**src/rtl/dtc_result_monitor.sv**
```systemverilog
// Streaming scorer behind the decision-tree classifier: accumulates exact-match,
// Hamming bit-error and worst per-sample error over a window, then reports once.
module dtc_result_monitor #(
  parameter int WIDTH  = 8,
  parameter int WINDOW = 256,
  localparam int CW = $clog2(WINDOW + 1),
  localparam int PW = $clog2(WIDTH + 1),
  localparam int BW = CW + PW
) (
  input  logic             clk,
  input  logic             rst_n,
  input  logic             in_valid,
  output logic             in_ready,
  input  logic [WIDTH-1:0] pred,
  input  logic [WIDTH-1:0] label,
  input  logic             flush,
  input  logic             clear,
  output logic             rep_valid,
  input  logic             rep_ready,
  output logic [CW-1:0]    rep_samples,
  output logic [CW-1:0]    rep_match,
  output logic [BW-1:0]    rep_biterr,
  output logic [PW-1:0]    rep_worst
);

  localparam logic [0:0] ACCUM  = 1'b0;
  localparam logic [0:0] REPORT = 1'b1;

  function automatic logic [PW-1:0] popcount(input logic [WIDTH-1:0] v);
    logic [PW-1:0] n;
    n = {PW{1'b0}};
    for (int i = 0; i < WIDTH; i++) begin
      n = n + PW'(v[i]);
    end
    return n;
  endfunction

  logic [0:0]       state_r;
  logic             live_r;
  logic             v1_r;
  logic [WIDTH-1:0] d1_r;
  logic [CW-1:0]    issued_r, samples_r, match_r;
  logic [BW-1:0]    biterr_r;
  logic [PW-1:0]    worst_r;
  logic             flush_pend_r;
  logic             rep_valid_r;
  logic [CW-1:0]    rep_samples_r, rep_match_r;
  logic [BW-1:0]    rep_biterr_r;
  logic [PW-1:0]    rep_worst_r;

  logic             in_ready_s, accept_s, win_end_s, flush_go_s, flush_set_s;
  logic [PW-1:0]    pc_s, worst_nx_s;
  logic [CW-1:0]    samples_nx_s, match_nx_s;
  logic [BW-1:0]    biterr_nx_s;

  // Acceptance, next counter values from stage S2, and report triggers
  always_comb begin
    in_ready_s  = live_r && (state_r == ACCUM) && (issued_r != CW'(WINDOW))
                  && !flush_pend_r && !clear;
    accept_s    = in_valid && in_ready_s;
    pc_s        = popcount(d1_r);
    if (v1_r) begin
      samples_nx_s = samples_r + CW'(1);
      match_nx_s   = (d1_r == {WIDTH{1'b0}}) ? (match_r + CW'(1)) : match_r;
      biterr_nx_s  = biterr_r + BW'(pc_s);
      worst_nx_s   = (pc_s > worst_r) ? pc_s : worst_r;
    end else begin
      samples_nx_s = samples_r;
      match_nx_s   = match_r;
      biterr_nx_s  = biterr_r;
      worst_nx_s   = worst_r;
    end
    win_end_s   = v1_r && (samples_nx_s == CW'(WINDOW));
    flush_go_s  = flush_pend_r && !v1_r && (samples_r != {CW{1'b0}});
    // A flush on a completely empty monitor is dropped rather than producing an empty record
    flush_set_s = flush && (accept_s || v1_r || (samples_r != {CW{1'b0}})
                  || (issued_r != {CW{1'b0}}));
  end

  // Stage S1: register the error vector of each accepted pair
  always_ff @(posedge clk or negedge rst_n) begin
    if (!rst_n) begin
      live_r <= 1'b0;
      v1_r   <= 1'b0;
      d1_r   <= {WIDTH{1'b0}};
    end else if (clear) begin
      live_r <= 1'b1;
      v1_r   <= 1'b0;
      d1_r   <= {WIDTH{1'b0}};
    end else begin
      live_r <= 1'b1;
      v1_r   <= accept_s;
      if (accept_s) d1_r <= pred ^ label;
    end
  end

  // Stage S2 accumulation plus ACCUM/REPORT control and the report register
  always_ff @(posedge clk or negedge rst_n) begin
    if (!rst_n) begin
      state_r       <= ACCUM;
      issued_r      <= {CW{1'b0}};
      samples_r     <= {CW{1'b0}};
      match_r       <= {CW{1'b0}};
      biterr_r      <= {BW{1'b0}};
      worst_r       <= {PW{1'b0}};
      flush_pend_r  <= 1'b0;
      rep_valid_r   <= 1'b0;
      rep_samples_r <= {CW{1'b0}};
      rep_match_r   <= {CW{1'b0}};
      rep_biterr_r  <= {BW{1'b0}};
      rep_worst_r   <= {PW{1'b0}};
    end else if (clear) begin
      state_r       <= ACCUM;
      issued_r      <= {CW{1'b0}};
      samples_r     <= {CW{1'b0}};
      match_r       <= {CW{1'b0}};
      biterr_r      <= {BW{1'b0}};
      worst_r       <= {PW{1'b0}};
      flush_pend_r  <= 1'b0;
      rep_valid_r   <= 1'b0;
      rep_samples_r <= {CW{1'b0}};
      rep_match_r   <= {CW{1'b0}};
      rep_biterr_r  <= {BW{1'b0}};
      rep_worst_r   <= {PW{1'b0}};
    end else begin
      case (state_r)
        ACCUM: begin
          if (accept_s) issued_r <= issued_r + CW'(1);
          if (flush_set_s) flush_pend_r <= 1'b1;
          samples_r <= samples_nx_s;
          match_r   <= match_nx_s;
          biterr_r  <= biterr_nx_s;
          worst_r   <= worst_nx_s;
          if (win_end_s || flush_go_s) begin
            state_r       <= REPORT;
            rep_valid_r   <= 1'b1;
            rep_samples_r <= samples_nx_s;
            rep_match_r   <= match_nx_s;
            rep_biterr_r  <= biterr_nx_s;
            rep_worst_r   <= worst_nx_s;
          end
        end
        REPORT: begin
          if (rep_ready) begin
            state_r      <= ACCUM;
            rep_valid_r  <= 1'b0;
            issued_r     <= {CW{1'b0}};
            samples_r    <= {CW{1'b0}};
            match_r      <= {CW{1'b0}};
            biterr_r     <= {BW{1'b0}};
            worst_r      <= {PW{1'b0}};
            flush_pend_r <= 1'b0;
          end
        end
        default: begin
          state_r     <= ACCUM;
          rep_valid_r <= 1'b0;
        end
      endcase
    end
  end

  assign in_ready    = in_ready_s;
  assign rep_valid   = rep_valid_r;
  assign rep_samples = rep_samples_r;
  assign rep_match   = rep_match_r;
  assign rep_biterr  = rep_biterr_r;
  assign rep_worst   = rep_worst_r;

endmodule

```
**config.mk**
```make
export PLATFORM = sky130hd
export DESIGN_NAME = dtc_result_monitor
export DESIGN_NICKNAME = d
export VERILOG_FILES = /design/src/rtl/dtc_result_monitor.sv
export SDC_FILE = /design/constraint.sdc
export NUM_CORES = 1
export LEC_CHECK = 0
export CAP_MARGIN = 20
export CORE_MARGIN = 2
export CORE_UTILIZATION = 50
export DETAILED_ROUTE_END_ITERATION = 6
export DONT_BUFFER_PORTS = 1
export PLACE_DENSITY = 0.77
export SYNTH_ARGS = -nofsm -noshare
export SYNTH_HDL_FRONTEND = slang
export SYNTH_SLANG_ARGS = --single-unit
```
**constraint.sdc**
```tcl
create_clock -name clk -period 8.2 [get_ports clk]
set_clock_uncertainty 0.1 [all_clocks]
set_input_delay 2.05 -clock clk [delete_from_list [all_inputs] [get_ports clk]]
set_output_delay 2.05 -clock clk [all_outputs]
set_load 0.005 [all_outputs]
```
==> results of run 1 <==
-- sequential cells by signal (all words and copies together), names as in the netlist --
name	count
biterr_r	13
rep_biterr	13
issued_r	9
match_r	9
rep_match	9
rep_samples	9
samples_r	9
d1_r	8
rep_worst	4
worst_r	4
flush_pend_r	1
live_r	1
rep_valid	1
state_r	1
v1_r	1
-- cell type report --
| type | instances | area [um2] | area share |
|---|---|---|---|
| clock buffer | 14 | 173 | 0.0314 |
| clock inverter | 1 | 30.0 | 0.00547 |
| inverter | 30 | 113 | 0.0205 |
| multi-input combinational | 406 | 2660 | 0.484 |
| sequential | 92 | 2300 | 0.419 |
| tap | 136 | 170 | 0.0310 |
| timing repair buffer | 6 | 45.0 | 0.00820 |
-- worst paths after layout --
check	start	slack [ns]	endpoint	cells after the start
hold / removal	worst_r[3]	0.41	worst_r[3]	1
min in group asynchronous	rst_n	1.27	rep_samples[5]	0
hold reg to reg	worst_r[3]	0.41	worst_r[3]	1
setup reg to reg	d1_r[0]	3.45	rep_worst[2]	15
max in group asynchronous	rst_n	6.58	samples_r[0]	0
setup / recovery	clear	3.09	in_ready	2
-- power groups by stage --
stage / logic (uW) / clock network, uW / registers [uW]
floorplan: 68.9 / 0 / 475
global route: 97.8 / 343 / 470
global placement: 80.5 / 0 / 478
detailed placement: 85.6 / 0 / 478
finish: 85.6 / 322 / 469
CTS: 86.1 / 325 / 469
-- cell usage in the layout, fill, tap and decap left out, types with 7 or more instances in the layout --
| cell | netlist | routed |
|---|---|---|
| a211oi_1 | 12 | 12 |
| a211oi_2 | 9 | 9 |
| a21oi_1 | 23 | 23 |
| and3_1 | 7 | 7 |
| clkbuf_8 | 0 | 12 |
| dfrtp_1 | 92 | 92 |
| ha_1 | 18 | 18 |
| inv_1 | 29 | 29 |
| mux2i_1 | 7 | 7 |
| nand2_1 | 68 | 68 |
| nand3_1 | 16 | 16 |
| nand4_1 | 8 | 8 |
| nor2_1 | 50 | 50 |
| nor3_1 | 9 | 9 |
| o21ai_0 | 55 | 55 |
| o31ai_1 | 11 | 11 |
| xnor2_1 | 20 | 20 |
| xor2_1 | 23 | 23 |
-- layer usage --
layer / part of all wire / GRT usage / wire length [um]
met4: 0.027 / 0.0949 / 325
met3: 0.055 / 0.0638 / 655
met2: 0.51 / 0.380 / 6100
met1: 0.41 / 0.275 / 4880
met5: 0 / 0 / 0
-- metrics by stage --
step / std cells / total power [uW] / setup slack (ns) / cell area, um2
final: 685 / 877 / 3.09 / 5490
after global routing: 685 / 911 / 3.08 / 5490
after CTS: 685 / 880 / 3.09 / 5490
after detailed placement: 670 / 564 / 3.09 / 5290
after global placement: 670 / 558 / 3.12 / 5290
after floorplan: 559 / 544 / 3.02 / 5220
-- kinds of logic (layout without fill, tap and decap cells) --
family	count (synthesis)	after routing	share of synthesized area
XOR/XNOR	43	43	0.0722
multiplexers	10	10	0.0199
AND/OR/NAND/NOR	183	183	0.162
flip-flops	92	92	0.441
adder cells (fa/ha/maj)	23	23	0.0624
buffers and inverters	61	51	0.0489
AO/OA/AOI/OAI	146	146	0.193
other	1	1	0.000719
==> impl_metrics.py, run 1 <==
metrics = {
    "logic_synthesis": {
        "syn_avg_cell_area_um2": 9.33,
        "synth_top_cells_by_count": "dfrtp_1 (92), nand2_1 (68), o21ai_0 (55)",
        "synth_area_mm2": 0.00522,
        "ys_ff_latch": 92,
        "yosys.area.top_type": "dfrtp_1",
        "synth_top_cell_area_share": 0.441,
        "seq_area_frac_synth": 0.441,
        "synth-main-ff-cell": "dfrtp_1",
        "synth_nets": 604,
        "yosysMostFrequentCell": "dfrtp_1",
        "synth_area_leaders": "dfrtp_1 (44%), o21ai_0 (5.3%), nand2_1 (4.9%)",
        "async_flop_share": 1.00,
        "synthDistinctLibCells": 55,
        "synth-edff-count": 0,
        "syn_inst": 559,
        "ys_warn_count": 0,
    },
    "floorplan": {
        "num_rows": 37,
        "initial_core_util": 0.510,
        "die_height_um": 106,
        "coreArea_mm2": 0.0102,
        "fp.dieArea_mm2": 0.0113,
        "io_pins": 59,
        "die_x_um": 106,
    },
    "power_and_ir_drop": {
        "pwr-share-seq": 0.535,
        "p_leak_uw": 0.00233,
        "power_frac_clock": 0.367,
        "power_density_mw_per_mm2": 160,
        "peakVddDrop_v": 0.0000891,
        "swShare": 0.247,
        "comb_power_share": 0.098,
        "switchingPower_uw": 217,
        "p_int_uw": 660,
    },
    "timing": {
        "setup_viol": 0,
        "final_hold_viol_count": 0,
        "slew_violations": 0,
        "fin_tns_setup_ns": 0,
        "period_share": 0.623,
        "rsz0062_at_grt": "no",
        "worst_pin_slew_ns": 0.815,
        "period_needed_ns": 5.11,
        "maxSlewHeadroom": 0.455,
        "fmax_ghz": 0.196,
        "whs_ns": 0.410,
    },
    "cts": {
        "cts_resized": 0,
        "htreeDepth": 3,
        "clockRootBuffer": "clkbuf_8",
        "cts_setup_buffers": 0,
        "cts_buffer_depth": 2,
        "path_clk_slew_ns": 0.09,
        "cts_sinks": 92,
        "insertion_delay_ns": 0.37,
        "cts_tree": "yes",
        "cts_made_buffers": 9,
        "ctsHoldBuffers": 0,
    },
    "final_layout": {
        "nFillCells": 879,
        "layout.nets": 590,
        "num_antenna_cells": 0,
        "post-route-util": 0.537,
        "area_growth_pct": 5.28,
        "layout-drive-gt1-share": 0.0710,
    },
    "setup_path": {
        "path_delay_family": "simple AND/OR/NAND/NOR gates",
        "cp_cell_sequence": "or4b_2 > a21oi_1",
        "start_kind": "primary input",
        "worstPathArrival_ns": 2.96,
        "slowest_delay_ns": 0.71,
        "crit_slowest_cell": "or4b_2",
        "crit_buf_inv": 0,
        "endpoint_kind": "output port",
        "crit_required_ns": 6.05,
        "worstSetupPathType": "primary input to output port",
        "crit_path_max_fanout": 43,
    },
    "place": {
        "gp_congestion": 0.867,
        "port_buffers": 0,
        "dpl.hpwl_mm": 8.09,
    },
    "grt": {
        "grt_pass1_wl_mm": 20.0,
        "grt_pass1_vias": 4135,
        "grtUsageTotal": 0.227,
        "grt_overflow": 0,
        "antenna_found_initial": 0,
        "grt_max_degree": 93,
    },
    "flow_run": {
        "maxCapViolations": 0,
    },
    "outcome": {
        "status": "finished, final reports clean",
    },
    "drt": {
        "drt_iter0_markers": 235,
        "vias": 4110,
        "antenna_left": 0,
        "viasPerCell": 6.00,
        "drt-total-wl_mm": 12.0,
        "first_pass_iters": 5,
        "drc": 0,
        "wl_per_cell_um": 17.5,
    },
    "hold_path": {
        "hold_path_class": "register to register",
    },
}
Power figures use the tool's default switching activity.
==> run 2: changes to the inputs <==
==> constraint.sdc (replaced) <==
create_clock -name clk -period 4.86 [get_ports clk]
set_clock_uncertainty 0.1 [all_clocks]
set_input_delay 1.215 -clock clk [delete_from_list [all_inputs] [get_ports clk]]
set_output_delay 1.215 -clock clk [all_outputs]
set_load 0.005 [all_outputs]
==> run 2 against run 1 <==
Compared with the run above:
- first-iteration DRC count down 5.1%
- core utilization about the same
- cell count up 0.29%
==> impl_metrics.py, run 2 (synthesized netlist as in run 1, its figures left out) <==
metrics = {
    "outcome": {
        "status": "finished, final reports clean",
    },
    "timing": {
        "fmax_ghz": 0.215,
        "final_hold_viol_count": 0,
        "period_needed_ns": 4.66,
        "whs_ns": 0.416,
        "fin_tns_setup_ns": 0,
        "slew_violations": 0,
        "worst_pin_slew_ns": 0.790,
        "maxSlewHeadroom": 0.469,
        "setup_viol": 0,
        "period_share": 0.958,
        "rsz0062_at_grt": "no",
    },
    "power_and_ir_drop": {
        "pwr-share-seq": 0.548,
        "p_total_uw": 1440,
        "power_frac_clock": 0.351,
        "p_leak_uw": 0.00234,
        "comb_power_share": 0.100,
        "power_density_mw_per_mm2": 263,
        "peakVddDrop_v": 0.000127,
        "switchingPower_uw": 374,
        "p_int_uw": 1070,
        "swShare": 0.259,
    },
    "setup_path": {
        "crit_buf_inv": 3,
        "worstPathArrival_ns": 4.82,
        "worstSetupPathType": "register to register",
        "start_kind": "register",
        "endpoint_kind": "register",
        "cp_cell_sequence": "inv_1 > fa_1 > fa_1 > fa_1 > inv_1 > ha_1 > fa_1 > inv_1 > fa_1 > nand3b_1 > a211oi_1 > and3_1 > o21ai_0 > nand2_1 > o21ai_0",
        "cp_common_cell": "fa_1",
        "slowest_delay_ns": 0.60,
        "crit_slowest_cell": "fa_1",
        "crit_required_ns": 5.02,
        "path_delay_family": "adder cells",
        "crit_path_max_fanout": 5,
    },
    "cts": {
        "cts_tree": "yes",
        "clockRootBuffer": "clkbuf_8",
        "cts_made_buffers": 9,
        "path_clk_slew_ns": 0.09,
        "cts_sinks": 92,
        "insertion_delay_ns": 0.38,
        "cts_setup_buffers": 0,
        "htreeDepth": 3,
        "cts_buffer_depth": 2,
    },
    "floorplan": {
        "coreArea_mm2": 0.0102,
        "initial_core_util": 0.510,
        "fp.dieArea_mm2": 0.0113,
        "num_rows": 37,
        "io_pins": 59,
        "die_x_um": 106,
        "die_height_um": 106,
    },
    "hold_path": {
        "hold_path_class": "register to register",
    },
    "place": {
        "gp_congestion": 0.916,
        "port_buffers": 0,
        "place_area_mm2": 0.00530,
        "dpl.hpwl_mm": 8.13,
    },
    "drt": {
        "drt-total-wl_mm": 11.9,
        "viasPerCell": 5.88,
        "drc": 0,
        "drt_iter0_markers": 223,
        "first_pass_iters": 7,
        "wl_per_cell_um": 17.4,
        "vias": 4037,
        "antenna_left": 0,
    },
    "final_layout": {
        "final_cell_mix": "dfrtp_1 (92), nand2_1 (68), o21ai_0 (55)",
        "num_antenna_cells": 0,
        "area_growth_pct": 5.23,
        "layout-drive-gt1-share": 0.0780,
        "layout.nets": 592,
        "stdcell_area_mm2": 0.00549,
        "nFillCells": 879,
        "final_common_cell": "dfrtp_1",
    },
    "grt": {
        "grt_overflow": 0,
        "grt_pass1_vias": 3933,
        "grtUsageTotal": 0.218,
        "antenna_found_initial": 0,
        "grt_pass1_wl_mm": 19.5,
        "grt_max_degree": 93,
    },
    "flow_run": {
        "maxCapViolations": 0,
    },
}
-- run 2: routing by layer --
layer / wire length, um / global-route usage
met1: 5220 / 0.285
met2: 5920 / 0.366
met3: 540 / 0.0411
met4: 253 / 0.0733
met5: 0 / 0
-- run 2: repair_timing --
item                                    CTS  global route
hold buffers                              0             0
resized for setup                         0             1
endpoints found under the setup margin    0             1
-- run 2: power groups by stage --
| stage | Sequential (uW) | Clock (uW) | Combinational, uW |
|---|---|---|---|
| final | 791 | 507 | 145 |
| after global routing | 793 | 541 | 161 |
| after CTS | 791 | 514 | 144 |
| after detailed placement | 806 | 0 | 143 |
| after global placement | 806 | 0 | 138 |
| after floorplan | 802 | 0 | 116 |
-- run 2: path summary, 6_finish.rpt --
| check | slack (ns) | end | cells after the start | from |
|---|---|---|---|---|
| hold reg to reg | 0.42 | worst_r[3] | 1 | worst_r[3] |
| min in group asynchronous | 0.43 | match_r[7] | 0 | rst_n |
| setup / recovery | 0.20 | biterr_r[12] | 15 | d1_r[1] |
| setup reg to reg | 0.20 | biterr_r[12] | 15 | d1_r[1] |
| hold / removal | 0.42 | worst_r[3] | 1 | worst_r[3] |
| max in group asynchronous | 4.10 | worst_r[0] | 0 | rst_n |
-- run 2: through the flow --
stage | util | instances | worst slack [ns]
6_report | 0.537 | 687 | 0.204
5_1_grt | 0.537 | 687 | 0.0294
4_1_cts | 0.536 | 687 | 0.274
3_5_place_dp | 0.518 | 672 | 0.318
3_3_place_gp | 0.518 | 672 | 0.474
2_1_floorplan | - | 559 | 0.510
-- run 2: layout make-up --
cell class	instances	area (um2)	share of cell area
Timing Repair Buffer	8	60.1	0.0109
Clock inverter	5	53.8	0.00980
Tap cell	136	170	0.0310
Clock buffer	10	128	0.0233
Sequential cell	92	2300	0.419
Multi-Input combinational cell	406	2660	0.485
Inverter	30	113	0.0205
